==> src/rtl/iter_shifter.sv <==
// Multi-cycle SLL/SRL/SRA unit that shifts a latched operand STEP bits per cycle.
// Define ITER_SHIFTER_ROTATE_EN to add ROL/ROR, selected by rot.
module iter_shifter #(
    parameter int unsigned WIDTH = 32,
    parameter int unsigned STEP  = 4,
    localparam int unsigned SHAMT_W = $clog2(WIDTH)
) (
    input  logic             clk,
    input  logic             rst,
    input  logic             in_valid,
    output logic             in_ready,
    input  logic [WIDTH-1:0] ra,
    input  logic [WIDTH-1:0] rb,
    input  logic [2:0]       funct3,
    input  logic             logic_alt,
    input  logic             rot,
    input  logic             flush,
    output logic             out_valid,
    input  logic             out_ready,
    output logic [WIDTH-1:0] out,
    output logic             busy
);

    localparam logic [SHAMT_W:0] STEP_W = SHAMT_W'(STEP) == '0 && STEP != 0 ?
                                          {1'b1, {SHAMT_W{1'b0}}} : (SHAMT_W + 1)'(STEP);

    typedef enum logic [1:0] {StIdle, StShift, StDone} state_e;

    state_e             state;
    logic [WIDTH-1:0]   work;
    logic [SHAMT_W-1:0] rem;
    logic               right;
    logic               fill;
    logic [SHAMT_W-1:0] shamt;
    logic [SHAMT_W-1:0] k;
    logic [WIDTH-1:0]   step_res;

    assign shamt = rb[SHAMT_W-1:0];

`ifdef ITER_SHIFTER_ROTATE_EN
    localparam logic [SHAMT_W:0] WIDTH_W = (SHAMT_W + 1)'(WIDTH);
    logic rot_q;
    logic unused_in;
    assign unused_in = ^{rb[WIDTH-1:SHAMT_W], funct3[1:0]};
`else
    logic unused_in;
    assign unused_in = ^{rot, rb[WIDTH-1:SHAMT_W], funct3[1:0]};
`endif

    // Per-cycle step: k is at most STEP, so this is only a narrow shifter.
    always_comb begin
        k = '0;
        if ({1'b0, rem} >= STEP_W) begin
            k = STEP_W[SHAMT_W-1:0];
        end else begin
            k = rem;
        end
        if (right) begin
            step_res = (work >> k) | (fill ? ~({WIDTH{1'b1}} >> k) : '0);
        end else begin
            step_res = work << k;
        end
`ifdef ITER_SHIFTER_ROTATE_EN
        if (rot_q) begin
            if (right) begin
                step_res = (work >> k) | (work << (WIDTH_W - {1'b0, k}));
            end else begin
                step_res = (work << k) | (work >> (WIDTH_W - {1'b0, k}));
            end
        end
`endif
    end

    always_ff @(posedge clk or posedge rst) begin
        if (rst) begin
            state     <= StIdle;
            work      <= '0;
            rem       <= '0;
            right     <= 1'b0;
            fill      <= 1'b0;
            out       <= '0;
            out_valid <= 1'b0;
            busy      <= 1'b0;
            in_ready  <= 1'b1;
`ifdef ITER_SHIFTER_ROTATE_EN
            rot_q     <= 1'b0;
`endif
        end else if (flush) begin
            state     <= StIdle;
            out_valid <= 1'b0;
            busy      <= 1'b0;
            in_ready  <= 1'b1;
        end else begin
            unique case (state)
                StIdle: begin
                    if (in_valid) begin
                        work     <= ra;
                        right    <= funct3[2];
                        fill     <= logic_alt & funct3[2] & ra[WIDTH-1];
                        rem      <= shamt;
                        in_ready <= 1'b0;
                        busy     <= 1'b1;
`ifdef ITER_SHIFTER_ROTATE_EN
                        rot_q    <= rot;
`endif
                        if (shamt == '0) begin
                            state     <= StDone;
                            out       <= ra;
                            out_valid <= 1'b1;
                        end else begin
                            state <= StShift;
                        end
                    end
                end
                StShift: begin
                    work <= step_res;
                    rem  <= rem - k;
                    if (rem == k) begin
                        state     <= StDone;
                        out       <= step_res;
                        out_valid <= 1'b1;
                    end
                end
                StDone: begin
                    if (out_ready) begin
                        state     <= StIdle;
                        out_valid <= 1'b0;
                        busy      <= 1'b0;
                        in_ready  <= 1'b1;
                    end
                end
                default: begin
                    state     <= StIdle;
                    out_valid <= 1'b0;
                    busy      <= 1'b0;
                    in_ready  <= 1'b1;
                end
            endcase
        end
    end

endmodule

==> config.mk <==
export PLATFORM = sky130hd
export DESIGN_NAME = iter_shifter
export DESIGN_NICKNAME = d
export VERILOG_FILES = /design/src/rtl/iter_shifter.sv
export SDC_FILE = /design/constraint.sdc
export NUM_CORES = 1
export LEC_CHECK = 0
export BUFFER_PORTS_ARGS = -buffer_cell sky130_fd_sc_hd__buf_2
export CAP_MARGIN = 40
export CORE_MARGIN = 4
export CORE_UTILIZATION = 57
export CTS_CLUSTER_DIAMETER = 200
export DETAILED_ROUTE_END_ITERATION = 16
export PLACE_DENSITY = 0.82
export SYNTH_ARGS = -nofsm -noshare
export SYNTH_HDL_FRONTEND = slang
export SYNTH_SLANG_ARGS = --single-unit
==> constraint.sdc <==
create_clock -name clk -period 2.94 [get_ports clk]
set_clock_uncertainty 0.15 [all_clocks]
set_input_delay 0.588 -clock clk [delete_from_list [all_inputs] [get_ports clk]]
set_output_delay 0.588 -clock clk [all_outputs]
set_load 0.01 [all_outputs]
==> impl_metrics.prom <==
# TYPE chip_impl_metric gauge
chip_impl_info{name="outcome",value="completed"} 1
chip_impl_metric{name="fill_cells",unit=""} 836
chip_impl_metric{name="postRouteWirelength",unit="um"} 18850
chip_impl_info{name="end_kind",value="register"} 1
chip_impl_metric{name="cellLeakagePower",unit="nW"} 2.873
chip_impl_metric{name="slew_viol_final",unit=""} 0
chip_impl_metric{name="ys_async_sr_fraction",unit="%"} 100.0
chip_impl_metric{name="i_o_pins",unit=""} 109
chip_impl_metric{name="grtUsageTotal",unit="%"} 33.02
chip_impl_metric{name="drt_first_pass_iters",unit=""} 5
chip_impl_metric{name="final_core_util",unit="%"} 67.11
chip_impl_metric{name="ant_nets",unit=""} 0
chip_impl_metric{name="ctsHtreeMaxLevel",unit=""} 3
chip_impl_metric{name="final_nets",unit=""} 818
chip_impl_info{name="synthFlopType",value="sky130_fd_sc_hd__dfrtp_1"} 1
chip_impl_metric{name="drc",unit=""} 0
chip_impl_metric{name="syn_inst",unit=""} 693
chip_impl_metric{name="fraction_of_post_synthesis_cell_area_in_the_top_cell_type_by_area",unit="%"} 32.04
chip_impl_metric{name="clockPowerShare",unit="%"} 13.8
chip_impl_metric{name="grt_max_degree",unit=""} 35
chip_impl_metric{name="power.ir.vdd_worst",unit="mV"} 0.4405
chip_impl_metric{name="number_of_global_route_vias_before_repair",unit=""} 5860
chip_impl_metric{name="route.vias.total",unit=""} 5940
chip_impl_metric{name="port_buffers",unit=""} 78
chip_impl_info{name="crit_type",value="reg -> reg"} 1
chip_impl_metric{name="timing.slew.headroom",unit="%"} 62.09
chip_impl_info{name="grt_setup_unrepaired",value="false"} 1
chip_impl_metric{name="power.density_cell_area",unit="nW/um^2"} 884.3
chip_impl_metric{name="clkTransAtPathRegs",unit="ns"} 0.08
chip_impl_metric{name="timing.final.hold_violations",unit=""} 0
chip_impl_metric{name="detailed_placer_s_ending_hpwl",unit="um"} 13040
chip_impl_metric{name="finalWorstPathRequiredPeriod",unit="ns"} 2.816
chip_impl_metric{name="synth_nets",unit=""} 768
chip_impl_metric{name="num_cts_buffers",unit=""} 9
chip_impl_metric{name="final_layout_size_suffix_gt1_share",unit="%"} 24.47
chip_impl_metric{name="power_switching_share",unit="%"} 45.02
chip_impl_metric{name="die_area",unit="um^2"} 11960
chip_impl_metric{name="overall_die_width",unit="um"} 109.4
chip_impl_metric{name="pwr-share-comb",unit="%"} 51.7
chip_impl_metric{name="route.detailed.wl_per_inst",unit="um"} 21.39
chip_impl_info{name="min_path_type",value="in -> async"} 1
chip_impl_metric{name="route.detailed.vias_per_inst",unit=""} 6.742
chip_impl_metric{name="antenna_found_initial",unit=""} 0
chip_impl_metric{name="synth-seq-cells",unit=""} 76
chip_impl_metric{name="internal_power",unit="mW"} 3.234
chip_impl_metric{name="synth.avg_cell_area",unit="um^2"} 8.453
chip_impl_info{name="start_kind",value="register"} 1
chip_impl_metric{name="initialDrtViolationCount",unit=""} 647
chip_impl_metric{name="cts_sinks",unit=""} 76
chip_impl_info{name="cts_tree",value="yes"} 1
chip_impl_metric{name="routabilityCongestion",unit=""} 0.9223
chip_impl_info{name="post_synth_main_area_contributors",value="sky130_fd_sc_hd__dfrtp_1 (32%), sky130_fd_sc_hd__mux4_2 (8.8%), sky130_fd_sc_hd__nand2_1 (7.2%)"} 1
chip_impl_metric{name="timing.critical_path.required",unit="ns"} 3.01
chip_impl_metric{name="ys_seq_area_share",unit="%"} 32.49
chip_impl_metric{name="die_height",unit="um"} 109.4
chip_impl_metric{name="design.core.area",unit="um^2"} 9910
chip_impl_metric{name="clock_latency",unit="ns"} 0.37
chip_impl_metric{name="ratio_of_final_minimum_period_to_clock_period",unit="%"} 95.77
chip_impl_metric{name="pwr-share-seq",unit="%"} 34.5
chip_impl_info{name="synth.most_common_cell",value="sky130_fd_sc_hd__nand2_1"} 1
chip_impl_metric{name="synthesis.area",unit="um^2"} 5858
chip_impl_metric{name="initial_core_utilization",unit="%"} 59.12
chip_impl_metric{name="grt-ovfl-total",unit=""} 0
chip_impl_metric{name="worst-slew-pin-transition",unit="ns"} 0.5608
chip_impl_metric{name="power.net_switching",unit="mW"} 2.647
chip_impl_info{name="synth_common_cells",value="sky130_fd_sc_hd__nand2_1 (112), sky130_fd_sc_hd__dfrtp_1 (75), sky130_fd_sc_hd__clkbuf_1 (59)"} 1
chip_impl_metric{name="cp_max_fo",unit=""} 18
chip_impl_metric{name="finalSetupViolations",unit=""} 0
chip_impl_metric{name="synth.yosys.warnings",unit=""} 0
chip_impl_metric{name="synth-edff-count",unit=""} 0
chip_impl_metric{name="antenna-diode-count",unit=""} 0
chip_impl_metric{name="hold_buffers",unit=""} 0
chip_impl_metric{name="placementRows",unit=""} 36
chip_impl_metric{name="cp_data_arrival_time",unit="ns"} 2.89
chip_impl_metric{name="area_growth_syn_to_layout",unit="%"} 13.52
chip_impl_metric{name="yosysUniqueCellTypes",unit=""} 62
chip_impl_metric{name="grt_first_pass_wirelength",unit="um"} 30730
chip_impl_metric{name="timing.hold.ws",unit="ns"} 0.06848
chip_impl_info{name="cts_root_buf",value="sky130_fd_sc_hd__clkbuf_8"} 1
chip_impl_metric{name="totalNegativeSetupSlack",unit="ns"} 0
chip_impl_info{name="library_cell_occupying_the_most_area_in_the_post_synthesis_netlist",value="sky130_fd_sc_hd__dfrtp_1"} 1
chip_impl_metric{name="clock_path_buffers",unit=""} 2
chip_impl_metric{name="achievable-frequency",unit="MHz"} 355.2
chip_impl_metric{name="maxCapViolations",unit=""} 0
==> stage by stage <==
stage,cell area [um^2],setup WS [ns],instances,power [mW]
after floorplan,5858,0.2653,693,4.021
after global routing,6650,0.01886,881,6.263
final,6650,0.1244,881,5.881
after global placement,6460,0.1737,865,4.916
after detailed placement,6460,0.07618,865,5.015
after CTS,6648,0.06252,881,5.832
==> registers in the layout (all words and copies together) (netlist names) <==
| signal | flops |
|---|---|
| busy | 1 |
| fill | 1 |
| in_ready | 1 |
| out | 32 |
| out_valid | 1 |
| rem | 5 |
| right | 1 |
| state | 2 |
| work | 32 |
==> critical path: stages (launching register included) <==
cell and delay, ns:
sky130_fd_sc_hd__dfrtp_1 0.39, sky130_fd_sc_hd__or4b_2 0.89, sky130_fd_sc_hd__buf_4 0.31, sky130_fd_sc_hd__a2bb2oi_1 0.19, sky130_fd_sc_hd__nor3_1 0.07, sky130_fd_sc_hd__nor4_1 0.49, sky130_fd_sc_hd__o31ai_1 0.17
==> final cells by class <==
class / count / area (um^2) / share of cell area (%)
Multi-Input combinational cell: 526 / 3625 / 54.51
Sequential cell: 76 / 1903 / 28.62
Timing Repair Buffer: 120 / 730.7 / 10.99
Tap cell: 133 / 166.4 / 2.502
Clock buffer: 14 / 152.6 / 2.295
Inverter: 10 / 37.54 / 0.5644
Clock inverter: 2 / 35.03 / 0.5268
==> layout by cell type, fill, tap and decap left out, types with 3 or more instances in the layout <==
cell type,synthesis,routed
sky130_fd_sc_hd__nor3_1,14,13
sky130_fd_sc_hd__a21o_1,3,3
sky130_fd_sc_hd__inv_1,10,9
sky130_fd_sc_hd__o221ai_1,8,7
sky130_fd_sc_hd__buf_4,2,40
sky130_fd_sc_hd__a211oi_1,16,16
sky130_fd_sc_hd__clkbuf_8,0,10
sky130_fd_sc_hd__mux4_2,23,23
sky130_fd_sc_hd__nand2b_1,7,7
sky130_fd_sc_hd__dfrtp_1,75,75
sky130_fd_sc_hd__o22ai_1,10,10
sky130_fd_sc_hd__nor4_1,10,9
sky130_fd_sc_hd__o21ai_0,29,29
sky130_fd_sc_hd__a221o_1,3,3
sky130_fd_sc_hd__nor2_1,56,55
sky130_fd_sc_hd__and2_1,4,4
sky130_fd_sc_hd__mux2i_1,38,38
sky130_fd_sc_hd__a311oi_1,4,4
sky130_fd_sc_hd__o31ai_1,29,29
sky130_fd_sc_hd__nand2_1,112,112
sky130_fd_sc_hd__buf_2,10,78
sky130_fd_sc_hd__mux2_2,12,12
sky130_fd_sc_hd__a22o_1,4,4
sky130_fd_sc_hd__a21oi_1,55,55
sky130_fd_sc_hd__nand4_1,5,5
sky130_fd_sc_hd__nand3_1,9,9
sky130_fd_sc_hd__clkbuf_1,59,4
sky130_fd_sc_hd__a31oi_1,16,16
sky130_fd_sc_hd__o211ai_1,7,7
sky130_fd_sc_hd__nor2b_1,5,4
==> cells by family after synthesis <==
group                      after synthesis  share of synthesized area, %
and+or+nand+nor                        236                         17.92
AOI/OAI and AO/OA                      213                         24.33
buffers and inverters                   91                         6.450
DFF                                     76                         32.49
muxes                                   75                         18.54
adders and majority gates                1                        0.2135
other                                    1                       0.06401
==> final timing paths <==
path / start / to / slack, ns / cells after the start
min reg2reg: out[19] / out[19] / 0.33 / 2
min: rst / out[17] / 0.07 / 2
min in group clk: out_ready / state[1] / 0.28 / 2
max reg2reg: rem[4] / work[17] / 0.12 / 6
max: rem[4] / work[17] / 0.12 / 6
max in group asynchronous: rst / work[11] / 1.77 / 3
==> what timing repair did <==
item / 4_1_cts / 5_1_grt
buffers inserted: 0 / 0
resized for setup: 0 / 2
endpoints found under the setup margin: 0 / 4
endpoints found under the hold margin: 0 / 0
==> power by group through the flow <==
| stage | combinational (mW) | clock (mW) | sequential, mW |
|---|---|---|---|
| detailed placement | 2.99 | 0 | 2.02 |
| global placement | 2.92 | 0 | 2.00 |
| CTS | 3.01 | 0.816 | 2.00 |
| floorplan | 2.24 | 0 | 1.78 |
| finish | 3.04 | 0.810 | 2.03 |
| global route | 3.32 | 0.861 | 2.08 |
==> per-layer routing <==
layer	up-vias	global-route usage, %	wire, um
li1	2675	-	-
met1	2855	42.91	7336
met5	-	0	0
met2	352	54.36	9332
met4	0	13.36	591
met3	58	6.400	1585
No activity file was read; power rests on OpenSTA's default activity.
